File: src/rtl/seven_segment_monitor_if.sv
// Signal bundle between a seven-segment display source and its monitor.
// Handshake: none -- segments_in is a free-running level bus; digit_strobe is a one-cycle event flag.
interface seven_segment_monitor_if #(
    parameter int PERIOD_WIDTH = 24
);
    logic [6:0]              segments_in;
    logic                    clear_errors;
    logic [3:0]              digit;
    logic                    digit_valid;
    logic                    digit_strobe;
    logic [PERIOD_WIDTH-1:0] period;
    logic                    period_valid;
    logic                    seq_error;
    logic                    invalid_error;

    modport master (
        output segments_in, clear_errors,
        input  digit, digit_valid, digit_strobe, period, period_valid,
               seq_error, invalid_error
    );

    modport slave (
        input  segments_in, clear_errors,
        output digit, digit_valid, digit_strobe, period, period_valid,
               seq_error, invalid_error
    );
endinterface

File: src/rtl/seven_segment_monitor.sv
// Glitch-filtering decoder for a seven-segment digit bus: recovers BCD digits,
// measures the cycle period between digit changes and flags illegal/out-of-order digits.
module seven_segment_monitor #(
    parameter int STABLE_CYCLES = 4,
    parameter int PERIOD_WIDTH  = 24
) (
    input logic                   clk,
    input logic                   reset,
    seven_segment_monitor_if.slave mon
);
    localparam logic [7:0] STABLE = 8'(STABLE_CYCLES);

    typedef enum logic [1:0] {
        PAT_BLANK   = 2'd0,
        PAT_DIGIT   = 2'd1,
        PAT_INVALID = 2'd2
    } pat_kind_e;

    logic [6:0]              seg_q;
    logic [6:0]              cand_q;
    logic [6:0]              acc_q;
    logic [7:0]              cnt_q;
    logic                    have_prev_q;
    logic [PERIOD_WIDTH-1:0] period_cnt_q;
    logic [3:0]              digit_q;
    logic                    digit_valid_q;
    logic                    strobe_q;
    logic [PERIOD_WIDTH-1:0] period_q;
    logic                    period_valid_q;
    logic                    seq_q;
    logic                    inv_q;

    logic [6:0]              cand_d;
    logic [7:0]              cnt_d;
    logic                    accept;
    pat_kind_e               kind;
    logic [3:0]              dec_digit;
    logic                    accept_digit;
    logic                    accept_other;
    logic                    accept_invalid;
    logic [3:0]              exp_next;
    logic                    seq_hit;
    logic [PERIOD_WIDTH-1:0] period_inc;

    function automatic logic [5:0] decode(input logic [6:0] p);
        // Returns {kind, digit}
        logic [5:0] r;
        r = {PAT_INVALID, 4'd0};
        case (p)
            7'b0111111: r = {PAT_DIGIT, 4'd0};
            7'b0000110: r = {PAT_DIGIT, 4'd1};
            7'b1011011: r = {PAT_DIGIT, 4'd2};
            7'b1001111: r = {PAT_DIGIT, 4'd3};
            7'b1100110: r = {PAT_DIGIT, 4'd4};
            7'b1101101: r = {PAT_DIGIT, 4'd5};
            7'b1111100: r = {PAT_DIGIT, 4'd6};
            7'b0000111: r = {PAT_DIGIT, 4'd7};
            7'b1111111: r = {PAT_DIGIT, 4'd8};
            7'b1100111: r = {PAT_DIGIT, 4'd9};
            7'b0000000: r = {PAT_BLANK, 4'd0};
            default:    r = {PAT_INVALID, 4'd0};
        endcase
        return r;
    endfunction

    always_comb begin
        cand_d = cand_q;
        cnt_d  = cnt_q;
        if (seg_q != cand_q) begin
            cand_d = seg_q;
            cnt_d  = 8'd1;
        end else if (cnt_q < STABLE) begin
            cnt_d = cnt_q + 8'd1;
        end
        // Re-settling on the pattern already shown is not a new event.
        accept = (cnt_d == STABLE) && (cand_d != acc_q);
    end

    always_comb begin
        logic [5:0] dec;
        dec            = decode(cand_d);
        kind           = pat_kind_e'(dec[5:4]);
        dec_digit      = dec[3:0];
        accept_digit   = accept && (kind == PAT_DIGIT);
        accept_other   = accept && (kind != PAT_DIGIT);
        accept_invalid = accept && (kind == PAT_INVALID);
        exp_next       = (digit_q == 4'd9) ? 4'd0 : digit_q + 4'd1;
        seq_hit        = accept_digit && have_prev_q && (dec_digit != exp_next);
        period_inc     = (period_cnt_q == '1) ? period_cnt_q
                                              : period_cnt_q + PERIOD_WIDTH'(1);
    end

    always_ff @(posedge clk) begin
        if (reset) begin
            seg_q          <= '0;
            cand_q         <= '0;
            acc_q          <= '0;
            cnt_q          <= '0;
            have_prev_q    <= 1'b0;
            period_cnt_q   <= '0;
            digit_q        <= '0;
            digit_valid_q  <= 1'b0;
            strobe_q       <= 1'b0;
            period_q       <= '0;
            period_valid_q <= 1'b0;
            seq_q          <= 1'b0;
            inv_q          <= 1'b0;
        end else begin
            seg_q        <= mon.segments_in;
            cand_q       <= cand_d;
            cnt_q        <= cnt_d;
            strobe_q     <= accept_digit;
            period_cnt_q <= accept_digit ? '0 : period_inc;
            if (accept) begin
                acc_q <= cand_d;
            end
            if (accept_digit) begin
                digit_q       <= dec_digit;
                digit_valid_q <= 1'b1;
                have_prev_q   <= 1'b1;
                if (have_prev_q) begin
                    period_q       <= period_inc;
                    period_valid_q <= 1'b1;
                end
            end else if (accept_other) begin
                // Blank or garbage breaks the sequence; the next digit starts fresh.
                digit_valid_q <= 1'b0;
                have_prev_q   <= 1'b0;
            end
            // A new error in the clearing cycle takes precedence over the clear.
            seq_q <= seq_hit        | (seq_q & ~mon.clear_errors);
            inv_q <= accept_invalid | (inv_q & ~mon.clear_errors);
        end
    end

    assign mon.digit         = digit_q;
    assign mon.digit_valid   = digit_valid_q;
    assign mon.digit_strobe  = strobe_q;
    assign mon.period        = period_q;
    assign mon.period_valid  = period_valid_q;
    assign mon.seq_error     = seq_q;
    assign mon.invalid_error = inv_q;
endmodule
File: src/flat_wrapper.sv
// flat-port wrapper written by rule: the top's interface ports become plain ports
module seven_segment_monitor_flat 
#(
    parameter int STABLE_CYCLES = 4,
    parameter int PERIOD_WIDTH  = 24
)
  (clk, reset, mon_segments_in, mon_clear_errors, mon_digit, mon_digit_valid, mon_digit_strobe, mon_period, mon_period_valid, mon_seq_error, mon_invalid_error);
  seven_segment_monitor_if #(.PERIOD_WIDTH(PERIOD_WIDTH)) mon_i ();
  input logic clk;
  input logic reset;
  input wire logic [$bits(mon_i.segments_in)-1:0] mon_segments_in;
  input wire logic [$bits(mon_i.clear_errors)-1:0] mon_clear_errors;
  output wire logic [$bits(mon_i.digit)-1:0] mon_digit;
  output wire logic [$bits(mon_i.digit_valid)-1:0] mon_digit_valid;
  output wire logic [$bits(mon_i.digit_strobe)-1:0] mon_digit_strobe;
  output wire logic [$bits(mon_i.period)-1:0] mon_period;
  output wire logic [$bits(mon_i.period_valid)-1:0] mon_period_valid;
  output wire logic [$bits(mon_i.seq_error)-1:0] mon_seq_error;
  output wire logic [$bits(mon_i.invalid_error)-1:0] mon_invalid_error;
  assign mon_i.segments_in = mon_segments_in;
  assign mon_i.clear_errors = mon_clear_errors;
  assign mon_digit = mon_i.digit;
  assign mon_digit_valid = mon_i.digit_valid;
  assign mon_digit_strobe = mon_i.digit_strobe;
  assign mon_period = mon_i.period;
  assign mon_period_valid = mon_i.period_valid;
  assign mon_seq_error = mon_i.seq_error;
  assign mon_invalid_error = mon_i.invalid_error;
  seven_segment_monitor #(.STABLE_CYCLES(STABLE_CYCLES), .PERIOD_WIDTH(PERIOD_WIDTH)) u_core (.clk(clk), .reset(reset), .mon(mon_i));
endmodule
File: config.mk
export PLATFORM = sky130hd
export DESIGN_NAME = seven_segment_monitor_flat
export DESIGN_NICKNAME = d
export VERILOG_FILES = /design/src/rtl/seven_segment_monitor_if.sv /design/src/rtl/seven_segment_monitor.sv /design/src/flat_wrapper.sv
export SDC_FILE = /design/constraint.sdc
export NUM_CORES = 1
export LEC_CHECK = 0
export ABC_AREA = 1
export BUFFER_PORTS_ARGS = -buffer_cell sky130_fd_sc_hd__buf_4
export CAP_MARGIN = 30
export CORE_MARGIN = 2
export CORE_UTILIZATION = 53
export DETAILED_ROUTE_END_ITERATION = 6
export PLACE_DENSITY_LB_ADDON = 0.3
export SYNTH_ARGS = -nofsm -noshare
export SYNTH_HDL_FRONTEND = slang
export SYNTH_SLANG_ARGS = --single-unit
File: constraint.sdc
create_clock -name clk -period 2 [get_ports clk]
set_clock_uncertainty 0.2 [all_clocks]
set_input_delay 0.5 -clock clk [delete_from_list [all_inputs] [get_ports clk]]
set_output_delay 0.5 -clock clk [all_outputs]
set_load 0.05 [all_outputs]
### Word level (Yosys, flattened, before mapping)

Cells that the tools add are included.

* add/sub/neg operators: 3
* $mul: 0
* divide/modulo/power cells: 0
* $lt $le $gt $ge: 1
* equality and inequality tests: 19
* shift-type cells: 0
* mux-type cells: 8
* bitwise operators: 5
* reduce and logical (&&, ||, !) cells: 10

Operators with widths (number)
* $pmux W6 S11: 1
* $eq A7 B7 Y1 const B: 7
* $add A24 B1 Y24 const B: 1
* $eq A24 B24 Y1 const B: 1
* $mux W24: 1
* $mux W8: 2
* $eq A7 B3 Y1 const B: 2
* $ne A7 B7 Y1: 2
* $add A8 B1 Y8 const B: 1
* $eq A8 B3 Y1 const B: 1
* $lt A8 B3 Y1 const B: 1
* $eq A7 B6 Y1 const B: 1
* $logic_not A7 Y1: 1
* $mux W7: 1
* $logic_and A1 B1 Y1: 6
* $add A4 B1 Y4 const B: 1
* $eq A4 B4 Y1 const B: 1
* $mux W4: 1
* $ne A4 B4 Y1: 1
* $and A1 B1 Y1: 2
* $eq A2 B1 Y1 const B: 1
* $eq A2 B2 Y1 const B: 1
* $mux W1: 2
* $ne A2 B1 Y1 const B: 1
* 5 further kinds: 6

* register bits after elaboration: 86
* bits in latches: 0
* bits in writable memories: 0
* ROM bits: 0
* bits of input ports: 10
* output and inout bits: 33
* logic and storage cells: 58
* memories: 0

### Longest topological paths before layout

Gate-level depths: netlist of the first run.

* word-level depth: 9
* mapped depth: 14
* mapped depth without buffers: 14

### Least setup slack after synthesis of the first run

Ideal clock, no wire load.

* kind: register -> register
* start: register u_core.period_cnt_q[0]
* end: register u_core.period_q[1] (netlist: u_core.mon.period[1])
* library setup time: 114 ps
* arrival time: 1766 ps
* required time: 1686 ps
* path slack: -80 ps
* cell stages (with the launch flop): 12
* path buffers: 0
* period minus slack after synthesis: 2080 ps
* cell sequence: dfxtp_1 > ha_1 > nand3_1 > inv_1 > nand4_1 > nor2_1 > nand2_1 > clkinv_1 > a21boi_0 > nand3_1 > nand2_1 > nor2_1

* word-level cells in the longest chain between the ends: 2
* elaborated cells between the ends (all ways): 3
* classes of those cells: add/sub (1); eq/ne (1); mux (1)

RTL lines
* start: declaration: line seven_segment_monitor.sv:24 `logic [PERIOD_WIDTH-1:0] period_cnt_q;`
* start signal: assignment: line seven_segment_monitor.sv:113 `period_cnt_q <= accept_digit ? '0 : period_inc;`
* $add A24 B1 Y24 / $eq A24 B24 Y1 (equally long branches): line seven_segment_monitor.sv:90, seven_segment_monitor.sv:89
* $mux W24 *: line seven_segment_monitor.sv:89 `period_inc = (period_cnt_q == '1) ? period_cnt_q`
* end signal: assignment: line seven_segment_monitor.sv:122 `period_q <= period_inc;`
* end: declaration: line seven_segment_monitor.sv:28 `logic [PERIOD_WIDTH-1:0] period_q;`

Mark *: on every way between the ends. The rest lies on a longest branch, timed or not.
A chain may end at the register's enable or synchronous reset.

### Final worst setup path of the first run

* start: register u_core.seg_q[6]
* end: register u_core.period_cnt_q[20]

* word-level cells in the longest chain between the ends: 7
* elaborated cells between the ends (all ways): 21
* classes of those cells: eq/ne (14); mux (3); reduce/logical (4)

RTL lines
* start: declaration: line seven_segment_monitor.sv:19 `logic [6:0] seg_q;`
* start signal: assignment: line seven_segment_monitor.sv:109 `seg_q <= mon.segments_in;`
* $ne A7 B7 Y1: line seven_segment_monitor.sv:69 `if (seg_q != cand_q) begin`
* $mux W7: line seven_segment_monitor.sv:69
* $eq A7 B7 Y1 (tied with other cells): line seven_segment_monitor.sv:49 `case (p)`
* $pmux W6 S11: line seven_segment_monitor.sv:49
* $eq A2 B1 Y1: line seven_segment_monitor.sv:84 `accept_digit = accept && (kind == PAT_DIGIT);`
* $logic_and A1 B1 Y1 *: line seven_segment_monitor.sv:84
* $reduce_or A2 Y1 (no source line) *

Marks and branches as above.

==> summary.md, run 1 <==
| Metric | Value |
|---|---|
| Setup-failing EPs final | between 60 and 70 |
| RSZ-0062 raised after global routing | yes |
| Final slew viol count | 0 |
| Synth Area in Simple Gates | 0.377 |
| Status | finished, violations left |
| Post-layout net count | between 700 and 800 |
| Critical path class | flop to flop |
| Fmax | 460 MHz |
| Clock H-tree levels | 3 |
| Peak VDD IR | 0.466 mV |
| Clock Tree Buf Depth | 2 |
| Failing checks | setup timing |
| Largest family of logic cells by synthesized area | simple AND/OR/NAND/NOR gates |
| Skew-Pair Late Insertion Delay | around 0.37 ns |
| Mux share of post-synthesis cell area | 0 |
| Final worst path period share | 1.09 |
| XOR/XNOR share of the synthesized area | 0.0601 |
| Num ports | 43 |
| Num CTS Buffers | 9 |
| Pleak | 2.85 nW |
| Max Cap Viol | 0 |
| Mapped Cells | 633 |
| Via Count | between 4000 and 5000 |
| # rows | 32 |
| Vias in the first global route | 4206 |
| Routed wire length | 12800 um |
| Final HPWL DP | between 7000 and 8000 um |
| CP Capture Type | flop |
| Logic pwr share | 0.075 |
| Antenna Nets Post-Route | 0 |
| Die Height | ~93 um |
| Flop pwr share | 0.493 |
| First-pass GRT wire length | about 18000 um |
| Worst hold path class | input port to flop |
| Avg Inst Size Synth | 6.68 um^2 |
| Share of layout cells above drive strength 1 | 0.360 |
| Switching Power | between 0.8 and 0.9 mW |
| Final min period | approximately 2.2 ns |
| Die X | 93.3 um |
| DRC Markers | 0 |
| Gr usage total | 0.266 |
| Library cells used by synthesis | 35 |
| TritonCTS clock tree | yes |
| Clock power frac | 0.432 |
| Syn Std Cell Area | 4230 um^2 |
| Synth Register Bits | 86 |
| Multi-input logic area | roughly 2500 um^2 |
| Post-Route Setup TNS | -6.60 ns |
| Initial DRC Count | between 200 and 250 |
| Clock slew at reported path FFs | 0.09 ns |
| Clock root buffer | clkbuf_8 |
| Slew headroom | 0.712 |
| Grt ovf | 0 |
| Setup ws final | -0.174 ns |
| Worst slew pin tran | 0.429 ns |
| YS warnings | 0 |
| Core footprint | 7730 um^2 |
| Mean number of vias per cell | around 5.2 |
| Die area | a little under 9000 um^2 |
| Power Density | 599 nW/um^2 |
| Post-Syn Nets | 645 |
| Seq/Total Area, Yosys | 0.407 |
| Worst path required time | 2.07 ns |
| Final std cells w/o fill | 857 |
| Drt wl/cell | 14.9 um |
| Antenna Cells | 0 |
| IO buf count | 42 |
| Clock Sink Count | between 80 and 90 |
| Hold Fails Final Rpt | 0 |
| Initial antenna violation count | 0 |
| Post-layout instance area | 5970 um^2 |
| Fillcell total | about 500 |
| Hold WS | ~0.12 ns |
| Cell Area, Placed | 5080 um^2 |
| Pint | 2.70 mW |
| Register area | 1770 um^2 |
| P&R area growth vs syn | 41.2% |
| DR pass1 iterations | 5 |
| Placer Congestion | 0.979 |
| Placed insts | 823 |
| Pin count of the biggest net entering global routing | 29 |
| CP Max Fanout | 5 |
| CP Launch Type | flop |
| Post-Synth Adder-Cell Area | 0.00592 |
| Post-synthesis compound-gate area fraction | 0.0420 |
| Sw Ratio | 0.246 |
| Starting density of the core | 0.547 |
| Worst EP arrival | 2.24 ns |
[power by group through the flow]
stage	logic, mW	clock network [mW]	registers, mW
after floorplan	0.123	0	1.78
after global placement	0.190	0	1.79
after detailed placement	0.196	0	1.79
after CTS	0.212	1.54	1.75
after global routing	0.286	1.61	1.76
final	0.269	1.55	1.76
[synth_stat cells]
library cell | count | area [um^2]
nand4_1 | 11 | 68.8
nor3_4 | 1 | 16.3
nand3_2 | 3 | 30.0
and2_1 | 4 | 25.0
nor2_1 | 146 | 548
buf_6 | 3 | 33.8
nand2_1 | 153 | 574
o31ai_1 | 2 | 15.0
o21ai_0 | 16 | 80.1
xor2_1 | 13 | 114
dfxtp_1 | 86 | 1720
a21oi_2 | 1 | 8.76
nor4_1 | 1 | 6.26
nor3_1 | 11 | 55.1
buf_2 | 7 | 35.0
nand3_4 | 1 | 17.5
xnor2_1 | 16 | 140
clkbuf_1 | 5 | 18.8
nor2_2 | 5 | 31.3
o21ai_2 | 1 | 8.76
a21boi_0 | 1 | 7.51
o21a_1 | 1 | 7.51
nor3_2 | 1 | 10.0
ha_1 | 2 | 25.0
nor3b_1 | 1 | 7.51
clkinv_1 | 1 | 3.75
inv_2 | 5 | 18.8
inv_1 | 88 | 330
nand4_2 | 1 | 12.5
a21oi_1 | 10 | 50.1
nor3b_2 | 1 | 12.5
nand3_1 | 29 | 145
nor2_4 | 2 | 22.5
or2_2 | 2 | 12.5
buf_4 | 2 | 15.0
[layer usage]
metal / GRT usage / up-vias / wire [um]
met5: 0 / - / 0
met4: 0.112 / 0 / 729
met3: 0.0403 / 69 / 692
met2: 0.509 / 201 / 6670
met1: 0.288 / 2053 / 4690
li1: - / 2152 / -
[stage by stage]
step	setup WS, ns	util	power (mW)
5_1_grt	-0.271	0.773	3.66
3_5_place_dp	-0.132	0.658	1.99
3_3_place_gp	-0.0849	0.658	1.98
4_1_cts	0.000845	0.716	3.51
2_1_floorplan	0.00330	-	1.90
6_report	-0.174	0.773	3.58
[worst max-delay path: stages, from the launching register on]
cell and delay [ns]:
dfxtp_4 0.38, xnor2_1 0.19, nand2_1 0.12, nor2_2 0.17, nand2_2 0.09, nor2_4 0.14
nand4_4 0.14, buf_6 0.16, o21ai_4 0.20, inv_2 0.12, and2_1 0.16
[path summary, 6_finish.rpt]
path,cells past startpoint,to,slack (ns),from
max,10,u_core.period_cnt_q[20],-0.17,u_core.seg_q[6]
min,3,u_core.seg_q[4],0.12,mon_segments_in[4]
max reg2reg,10,u_core.period_cnt_q[20],-0.17,u_core.seg_q[6]
min reg2reg,2,u_core.cnt_q[6],0.26,u_core.cnt_q[6]
[sequential cells by signal, summed over array words and instances, names as in the netlist]
name                      count
u_core.acc_q                  7
u_core.mon.invalid_error      1
u_core.period_cnt_q          24
u_core.mon.digit_strobe       1
u_core.mon.digit              4
u_core.cand_q                 7
u_core.mon.digit_valid        1
u_core.mon.seq_error          1
u_core.cnt_q                  8
u_core.seg_q                  7
u_core.mon.period_valid       1
u_core.mon.period            24
[logic make-up (layout without fill, tap and decap cells)]
logic type | count (synthesis) | count (layout)
AO/OA/AOI/OAI | 32 | 32
adder cells (fa/ha/maj) | 2 | 2
AND/OR/NAND/NOR | 373 | 373
XOR/XNOR | 29 | 29
buffers and inverters | 111 | 233
flip-flops | 86 | 86
[final cells by class]
type	instances	area share
clock buffers	9	0.0207
well taps	102	0.0214
inverters	94	0.0608
clock inverters	7	0.0214
multi-input cells	436	0.414
flip-flops and latches	86	0.296
repair buffers	123	0.166
[repair_timing]
action / 4_1_cts / 5_1_grt
resized for setup: 43 / 114
setup buffers: 8 / 10
setup endpoints to repair: 53 / 64
hold buffers: 0 / 0
pin swaps: 7 / 28
[placed cells by master, fill, tap and decap left out, types with 10 or more instances in the layout]
cell type and instances:
nand2_1 125, nand2_2 25, o21ai_0 11, nand3_1 21
xnor2_1 11, nor2_4 16, xor2_1 12, nor2_2 19
dfxtp_1 68, nand3_2 10, nor2_1 118, inv_1 82
buf_4 112, nand4_1 11
Power figures use the tool's default switching activity.
==> run 2: changes to the inputs <==
--- a/config.mk
+++ b/config.mk
@@ -12,6 +12,7 @@
 export CORE_UTILIZATION = 53
 export DETAILED_ROUTE_END_ITERATION = 6
 export PLACE_DENSITY_LB_ADDON = 0.3
+export SETUP_SLACK_MARGIN = 0.4
 export SYNTH_ARGS = -nofsm -noshare
 export SYNTH_HDL_FRONTEND = slang
 export SYNTH_SLANG_ARGS = --single-unit
==> run 2 against run 1 <==
The run ends with DRC, setup timing left. Utilization up 8.8 points. Sequential power about the same. Worst hold slack gained 0.0027 ns. Die area is the same. Fmax shrank 13%. Clock-buffer cell count rose by 2. Global-route usage up 6.7 points. Via count increased by 20%. Largest power group unchanged. Highest routed layer unchanged.
==> summary.md, run 2 (synthesis results as in run 1) <==
| Metric | Value |
|---|---|
| Gr usage total | 0.333 (was 0.266) |
| M1 wire length | 6110 um (was 4690 um) |
| Clock H-tree levels | 3 (unchanged) |
| Setup-failing EPs final | 64 (was 62) |
| Final slew viol count | 0 (unchanged) |
| Reg2reg path depth | 11 (was 10) |
| Flop pwr share | 0.532 (was 0.493) |
| Final worst path period share | 1.26 (was 1.09) |
| Clock Tree Buf Depth | 2 (unchanged) |
| Worst r2r src | u_core.cand_q[6] (was u_core.seg_q[6]) |
| Highest Signal Layer | met4 (unchanged) |
| Initial antenna violation count | 0 (unchanged) |
| Die X | 93.3 um (unchanged) |
| P&R area growth vs syn | 57.2% (was 41.2%) |
| Worst EP arrival | 2.62 ns (was 2.24 ns) |
| DR WL met3 | 2050 um (was 692 um) |
| Grt ovf | 0 (unchanged) |
| Power Density | 497 nW/um^2 (was 599 nW/um^2) |
| Slowest stage cell on the critical path | dfxtp_1 (was dfxtp_4) |
| Starting density of the core | 0.547 (unchanged) |
| Vias in the first global route | 4874 (was 4206) |
| TritonCTS clock tree | yes (unchanged) |
| Crit path cell chain | xnor2_2 -> nand2_1 -> nor2_2 -> nand2_2 -> nor2_4 -> buf_4 -> nand4_4 -> buf_6 -> nor3_4 -> o21ai_1 -> nand2_1 (was xnor2_1 -> nand2_1 -> nor2_2 -> nand2_2 -> nor2_4 -> nand4_4 -> buf_6 -> o21ai_4 -> inv_2 -> and2_1) |
| Total power | 3.30 mW (was 3.58 mW) |
| Slew headroom | 0.718 (was 0.712) |
| DRC Markers | 23 (was 0) |
| Clock Sink Count | 86 (unchanged) |
| Sw Ratio | 0.285 (was 0.246) |
| Hold WS | 0.124 ns (was 0.121 ns) |
| Mean number of vias per cell | 6.19 (was 5.22) |
| Metal2 WL | 8730 um (was 6670 um) |
| Worst path required time | 2.11 ns (was 2.07 ns) |
| Final min period | 2.51 ns (was 2.17 ns) |
| Clock slew at reported path FFs | 0.09 ns (about the same) |
| DR pass1 iterations | 7 (was 5) |
| Final HPWL DP | 7650 um (was 7760 um) |
| Clock root buffer | clkbuf_8 (unchanged) |
| Post-layout net count | 771 (was 762) |
| Num ports | 43 (unchanged) |
| Routed wire length | 18900 um (was 12800 um) |
| Via Count | 5353 (was 4475) |
| Hold Fails Final Rpt | 0 (unchanged) |
| Clock power frac | 0.361 (was 0.432) |
| Die area | 8710 um^2 (unchanged) |
| Critical path class | flop to flop (unchanged) |
| Peak VDD IR | 0.467 mV (was 0.466 mV) |
| CP Launch Type | flop (unchanged) |
| Pin count of the biggest net entering global routing | 35 (was 29) |
| Most common cell after layout, fill and taps aside | nand2_1 (unchanged) |
| First-pass GRT wire length | 22600 um (was 18400 um) |
| Initial DRC Count | 655 (was 239) |
| CP peak stage delay | 0.38 ns (about the same) |
| Die Height | 93.3 um (unchanged) |
| Cell mode on critical path | nand2_1 |
| RSZ-0062 raised after global routing | yes (unchanged) |
| Num CTS Buffers | 9 (unchanged) |
| Fmax | 398 MHz (was 460 MHz) |
| CP Capture Type | flop (unchanged) |
| Pleak | 3.01 nW (was 2.85 nW) |
| # rows | 32 (unchanged) |
| Antenna Cells | 0 (unchanged) |
| Placed insts | 800 (was 823) |
| Core footprint | 7730 um^2 (unchanged) |
| Worst hold path class | input port to flop (unchanged) |
| Max Cap Viol | 0 (unchanged) |
| Commonest cells after routing, fill and taps aside | 110 x nand2_1, 96 x nor2_1, 85 x inv_1 (was 125 x nand2_1, 118 x nor2_1, 112 x buf_4) |
| Min-Delay Path Depth | 3 (unchanged) |
| Status | finished, violations left (unchanged) |
| Final std cells w/o fill | 865 (was 857) |
| Antenna Nets Post-Route | 0 (unchanged) |
| CP startpoint | u_core.cand_q[6] (was u_core.seg_q[6]) |
| Pint | 2.36 mW (was 2.70 mW) |
| HP Start | mon_segments_in[6] (was mon_segments_in[4]) |
| Skew-Pair Late Insertion Delay | 0.38 ns (was 0.37 ns) |
| Worst slew pin tran | 0.419 ns (was 0.429 ns) |
| Post-CTS Hold Fix Bufs | 0 (unchanged) |
| Failing checks | DRC, setup timing (was setup timing) |
| Setup ws final | -0.513 ns (was -0.174 ns) |
| Drt wl/cell | 21.9 um (was 14.9 um) |
| Logic pwr share | 0.108 (was 0.075) |
| Share of layout cells above drive strength 1 | 0.473 (was 0.360) |
| Switching Power | 0.942 mW (was 0.880 mW) |
| IO buf count | 42 (unchanged) |
| CP Max Fanout | 5 (unchanged) |
| Placer Congestion | 0.895 (was 0.979) |
-- run 2: changes by cell type in the layout (fill, tap and decap cells not counted), moves of 12 or more --
cell and delta:
nor2_2 +12, nor2_1 -22, buf_4 -42, dfxtp_1 -29, buf_6 +32, nand2_1 -15, dfxtp_2 +26
-- run 2: what timing repair did --
item                       CTS  global route
gates cloned                 3             5
setup buffers               31            11
pin swaps                   36            39
setup endpoints to repair   91            97
gates resized for setup    189           100
-- run 2: layout make-up --
type	instances	area, um^2
Clock buffer	11	141
Multi-Input combinational cell	436	2770
Fill cell	344	1080
Clock inverter	4	30.0
Sequential cell	86	1810
Tap cell	102	128
Inverter	94	365
Timing Repair Buffer	132	1410
-- run 2: through the flow --
step	instance area (um^2)	TNS, ns	setup slack, ns	utilization
after floorplan	4360	0	0.0748	-
after global placement	5020	-0.101	-0.0438	0.650
after detailed placement	5020	-1.08	-0.0798	0.650
after CTS	6140	-0.00865	-0.00865	0.795
after global routing	6650	-29.82	-0.648	0.861
final	6650	-25.05	-0.513	0.861
-- run 2: worst max-delay path: cells and delay by family, from the launching register on --
family,cells,cell delay (ns)
simple gates,7,1.09
xor+xnor,1,0.29
buf+inv,2,0.33
compound gates,1,0.15
flops,1,0.38
-- run 2: worst paths after layout --
check	endpoint	slack, ns
worst max-delay path	u_core.mon.digit[0]	-0.51
worst min-delay path	u_core.seg_q[6]	0.12
worst max register to register	u_core.mon.digit[0]	-0.51
worst min register to register	u_core.cnt_q[6]	0.28
-- run 2: power groups by stage --
stage	clock network [mW]	registers, mW	logic [mW]
finish	1.19	1.76	0.356
global placement	0	1.79	0.190
global route	1.24	1.76	0.367
detailed placement	0	1.79	0.196
floorplan	0	1.79	0.138
CTS	1.14	1.75	0.271
-- run 2: layer usage --
layer | up-vias | GRT usage
met5 | - | 0
met4 | 0 | 0.219
met3 | 216 | 0.0854
met2 | 512 | 0.577
met1 | 2446 | 0.356
li1 | 2179 | -
